`src/rtl/pc_unit_pkg.sv`:
```
// Shared fetch-stage constants: PC width, reset/interrupt vector addresses and
// the encoding of the pc_unit state machine.
package pc_unit_pkg;

  localparam int unsigned PC_WIDTH     = 16;
  localparam logic [15:0] PC_RESET_VEC = 16'h0000;
  localparam logic [15:0] PC_INT_VEC   = 16'h0001;

  typedef enum logic [1:0] {
    VEC_RST = 2'd0,
    RUN     = 2'd1,
    VEC_INT = 2'd2,
    HALTED  = 2'd3
  } pc_state_e;

endpackage

```
`src/rtl/pc_unit_mux.sv`:
```
// Next-PC select: y = sel ? i1 : i0. Purely combinational, no state.
module mux_2x1_16bit #(
  parameter int unsigned WIDTH = 16
) (
  input  logic [WIDTH-1:0] i0_i,
  input  logic [WIDTH-1:0] i1_i,
  input  logic             sel_i,
  output logic [WIDTH-1:0] y_o
);

  assign y_o = sel_i ? i1_i : i0_i;

endmodule

```
`src/rtl/pc_unit.sv`:
```
// Fetch-stage program counter: reset/interrupt vector loads, branch, stall, halt, EPC save.
// pc/epc/int_ack update one edge after their cause; imem_addr and valid decode from state and pc only.
module pc_unit
  import pc_unit_pkg::*;
#(
  parameter int unsigned      WIDTH     = PC_WIDTH,
  parameter logic [WIDTH-1:0] RESET_VEC = WIDTH'(PC_RESET_VEC),
  parameter logic [WIDTH-1:0] INT_VEC   = WIDTH'(PC_INT_VEC)
) (
  input  logic             clk,
  input  logic             rst,
  input  logic             stall,
  input  logic             branch_taken,
  input  logic [WIDTH-1:0] branch_target,
  input  logic             int_req,
  input  logic             halt,
  input  logic [WIDTH-1:0] imem_data,
  output logic [WIDTH-1:0] imem_addr,
  output logic [WIDTH-1:0] pc,
  output logic [WIDTH-1:0] pc_plus_one,
  output logic [WIDTH-1:0] epc,
  output logic             int_ack,
  output logic             valid
);

  pc_state_e        state_q, state_d;
  logic [WIDTH-1:0] pc_q, pc_d;
  logic [WIDTH-1:0] epc_q, epc_d;
  logic             int_ack_q, int_ack_d;
  logic [WIDTH-1:0] pc_inc;
  logic [WIDTH-1:0] pc_sel;

  assign pc_inc = pc_q + WIDTH'(1);

  mux_2x1_16bit #(
    .WIDTH (WIDTH)
  ) u_next_pc_mux (
    .i0_i  (pc_inc),
    .i1_i  (branch_target),
    .sel_i (branch_taken),
    .y_o   (pc_sel)
  );

  always_ff @(posedge clk) begin
    if (rst) begin
      state_q   <= VEC_RST;
      pc_q      <= '0;
      epc_q     <= '0;
      int_ack_q <= 1'b0;
    end else begin
      state_q   <= state_d;
      pc_q      <= pc_d;
      epc_q     <= epc_d;
      int_ack_q <= int_ack_d;
    end
  end

  always_comb begin
    state_d   = state_q;
    pc_d      = pc_q;
    epc_d     = epc_q;
    int_ack_d = 1'b0;
    unique case (state_q)
      VEC_RST: begin
        pc_d    = imem_data;
        state_d = RUN;
      end
      RUN: begin
        // Branch outranks stall so a pipeline flush is never dropped.
        if (halt) begin
          state_d = HALTED;
        end else if (branch_taken) begin
          pc_d = pc_sel;
        end else if (stall) begin
          pc_d = pc_q;
        end else if (int_req) begin
          epc_d   = pc_inc;
          state_d = VEC_INT;
        end else begin
          pc_d = pc_sel;
        end
      end
      VEC_INT: begin
        pc_d      = imem_data;
        int_ack_d = 1'b1;
        state_d   = RUN;
      end
      HALTED: begin
        state_d = HALTED;
      end
      default: state_d = VEC_RST;
    endcase
  end

  always_comb begin
    imem_addr = pc_q;
    unique case (state_q)
      VEC_RST: imem_addr = RESET_VEC;
      VEC_INT: imem_addr = INT_VEC;
      default: imem_addr = pc_q;
    endcase
  end

  assign valid       = (state_q == RUN);
  assign pc          = pc_q;
  assign pc_plus_one = pc_inc;
  assign epc         = epc_q;
  assign int_ack     = int_ack_q;

endmodule
```
`config.mk`:
```
export PLATFORM = sky130hd
export DESIGN_NAME = pc_unit
export DESIGN_NICKNAME = d
export VERILOG_FILES = /design/src/rtl/pc_unit_pkg.sv /design/src/rtl/pc_unit_mux.sv /design/src/rtl/pc_unit.sv
export SDC_FILE = /design/constraint.sdc
export NUM_CORES = 1
export LEC_CHECK = 0
export CAP_MARGIN = 25
export CORE_MARGIN = 4
export CORE_UTILIZATION = 44
export CTS_BUF_LIST = sky130_fd_sc_hd__clkbuf_8
export CTS_CLUSTER_SIZE = 30
export DETAILED_ROUTE_END_ITERATION = 6
export MAX_ROUTING_LAYER = met4
export PLACE_DENSITY = 0.88
export SLEW_MARGIN = 25
export SYNTH_ARGS = -nofsm -noshare
export SYNTH_HDL_FRONTEND = slang
export SYNTH_HIERARCHICAL = 1
export SYNTH_SLANG_ARGS = --single-unit
```
`constraint.sdc`:
```
create_clock -name clk -period 3.5 [get_ports clk]
set_input_delay 1.05 -clock clk [delete_from_list [all_inputs] [get_ports clk]]
set_output_delay 1.05 -clock clk [all_outputs]
set_load 0.005 [all_outputs]
```
==> flow_summary.toml <==
[power_and_ir_drop]
switching_power_total_mw = 0.296
power_density_nw_per_um2 = 326
sw_frac_of_total_pct = 28.2
int_power_mw = 0.754
peakVddDrop_uv = 214
sequentialPowerShare_pct = 43.4
clockPowerShare_pct = 26.8
power.leakage_nw = 1.27
combPwrFrac_pct = 29.8

[sta]
achievable_freq_ghz = 0.295
rsz0062_at_grt = "false"
final_hold_violation_count = 0
fin_max_slew_vios = 0
clock_skew_ns = 0.00466
fin_setup_tns_ns = 0
max-slew-margin-rel_pct = 72.3
final_critical_path_setup_slack_ns = 0.110
setup-violations-final = 0
fin_crit_sh_pct = 96.9
timing_worst_slew_pin_value_ns = 0.411
post-route-min-period_ns = 3.39

[synth]
asyncSetResetFlopFracSynth_pct = 0
synth_common_cells = "38 x sky130_fd_sc_hd__nor2_1, 35 x sky130_fd_sc_hd__dfxtp_1, 27 x sky130_fd_sc_hd__a211oi_1, 20 x sky130_fd_sc_hd__mux2i_1, 15 x sky130_fd_sc_hd__inv_1"
postSynthCellCount = 228
simple_logic_cell_fraction_of_the_synthesized_area_pct = 19.9
synth-warning-count = 6
syn_nets = 267
post_synth_edffs = 0
postSynthRegisterBits = 35
top_cells_by_area_in_the_synthesized_netlist = "sky130_fd_sc_hd__dfxtp_1 34%, sky130_fd_sc_hd__a211oi_1 10%, sky130_fd_sc_hd__mux2i_1 9.8%, sky130_fd_sc_hd__mux2_4 7.4%, sky130_fd_sc_hd__nor2_1 7.0%"
cell_type_contributing_the_most_total_cell_area_after_synthesis = "sky130_fd_sc_hd__dfxtp_1"
synth-compound-area-share_pct = 11.3
yosysTopAreaCellShare_pct = 34.4
synth.mux.area_fraction_pct = 20.5
dominant_combinational_cell_family_by_area_after_synthesis = "multiplexers"
synth_area_per_cell_um2 = 8.93
post_synthesis_share_of_cell_area_spent_on_xor_and_xnor_gates_pct = 6.02
most_repeated_cell_in_the_gate_level_netlist_after_synthesis = "sky130_fd_sc_hd__nor2_1"
syn-cell-area_um2 = 2040
ys.flop_type = "sky130_fd_sc_hd__dfxtp_1"
yosysSeqAreaShare_pct = 34.4
ys_types = 32
synth_adder_area_share_pct = 0.615

[setup_path]
critical_path.startpoint_type = "flop"
end_kind = "primary output"
worst_ep_arrival_time_ns = 2.34
worst-path-max-fanout = 8
criticalPathCategory = "reg2out"
cp_data_required_time_ns = 2.45

[global_route]
grt_antenna_before_repair = 0
largest_net_degree_at_the_start_of_global_routing = 36
grt_util_all_layers_pct = 20.2
grt_first_pass_wirelength_um = 9450
overflow = 0
grt_pass1_vias = 1928

[clock_tree]
clock_tree_from_tritoncts = "yes"
holdBufCountCts = 0
clock_path_buffers = 2
numClockSinks = 35
clk_pin_slew_worst_paths_ns = 0.07
htree_num_levels = 2
worst_skew_pair.late_latency_ns = 0.29
cts_root_buf = "sky130_fd_sc_hd__clkbuf_8"
cts_inserted_buffers = 5

[final_layout]
layout-drive-gt1-share_pct = 13.6
antenna-diode-count = 0
layout-area-overhead-vs-synth_pct = 58.5
nets = 370

[job]
maxCapViolations = 0

[placed_design]
hpwlAfterDp_um = 4440
pre_cts_ws_ns = 0.341
gpl.final_weighted_congestion = 0.760
quantity_of_i_o_buffers_inserted_on_ports = 103

[routing]
drc = 0
routed_wire_length_per_instance_um = 15.2
detailroute.via_count = 1979
drt.antenna.violating_nets = 0
firstDrtPassIters = 4
post_drt_via_cell_ratio = 5.15
first_iter_violations = 73
detail_route.wirelength_um = 5840

[floorplanning]
design.die.area_um2 = 5780
initial_utilization_pct = 46.1
rows = 24
die_y_um = 76.0
pin_count = 104
core_um2 = 4410
dieWidth_um = 76.0

[min_path]
timing.hold.worst.class = "reg2reg"

[outcome]
status = "finished, final reports clean"
-- per-layer routing --
layer  wire [µm]  vias to the layer above  global-route usage [%]  part of all wire, %
li1            -                      992                       -                    -
met1        2590                      924                    24.4                   44
met2        2920                       57                    34.0                   50
met3         276                        6                    4.85                  4.7
met4          51                        0                    4.27                 0.87
met5           0                        -                       -                    0
-- through the flow --
stage | power, mW | utilization (%) | instance area (µm²) | instances | hold WS [ns]
after floorplan | 0.597 | - | 2040 | 228 | 0.469
after global placement | 0.767 | 70.2 | 3100 | 374 | 0.473
after detailed placement | 0.775 | 70.2 | 3100 | 374 | 0.490
after CTS | 1.05 | 72.1 | 3180 | 382 | 0.500
after global routing | 1.10 | 73.1 | 3230 | 384 | 0.521
final | 1.05 | 73.1 | 3230 | 384 | 0.497
-- cells in the final DEF, fill, tap and decap left out, drive strengths merged, types with 2 or more instances in the layout --
master / n
nor4: 3
nor3: 3
nand4: 3
inv: 16
and2: 15
dfxtp: 35
buf: 9
xnor2: 10
clkdlybuf4s50: 103
clkbuf: 5
nand3: 5
xor2: 4
nor2: 38
nand2: 5
a211oi: 28
or2: 2
nor3b: 2
mux2: 16
mux2i: 20
-- critical path, cell delays in order (launching register included) --
cell and delay [ns]:
sky130_fd_sc_hd__dfxtp_1 0.49, sky130_fd_sc_hd__nand4_1 0.29, sky130_fd_sc_hd__or4_4 0.50, sky130_fd_sc_hd__xor2_2 0.17, sky130_fd_sc_hd__inv_1 0.09, sky130_fd_sc_hd__clkdlybuf4s50_1 0.51
-- area by class of cell --
cell class                 instances  area, µm²
multi-input combinational        162       1220
fill                             346       1190
timing repair buffer             112       1100
sequential                        35        702
clock buffer                       5       68.8
tap                               52       65.1
inverter                          15       56.3
clock inverter                     3       16.3
-- sequential cells by signal, summed over array words and instances (netlist names) --
name     cells
int_ack      1
pc          16
epc         16
state_q      2
-- kinds of logic after synthesis --
family,after synthesis
xor gates and xnor gates,14
muxes,36
adders and majority gates,1
buffers and inverters,31
AOI/OAI and AO/OA,30
and+or+nand+nor,81
DFF,35
-- timing repair --
action / CTS / global route
gates resized for setup: 0 / 6
setup endpoints to repair: 0 / 3
setup buffers: 0 / 2
-- worst paths after layout --
path	cells past startpoint	slack (ns)	startpoint	end
worst max-delay path	5	0.11	pc[7]	pc_plus_one[12]
worst max register to register	7	1.28	pc[7]	pc[12]
worst min-delay path	2	0.50	epc[5]	epc[5]
worst min register to register	2	0.50	epc[5]	epc[5]
-- power by group through the flow --
stage          Sequential, mW  Combinational, mW  Clock [mW]
6_report                0.456              0.313       0.282
5_1_grt                 0.460              0.337       0.305
4_1_cts                 0.454              0.313       0.287
3_5_place_dp            0.463              0.311           0
3_3_place_gp            0.462              0.306           0
2_1_floorplan           0.459              0.138           0
Note: power is estimated with default switching activity, not from simulation.
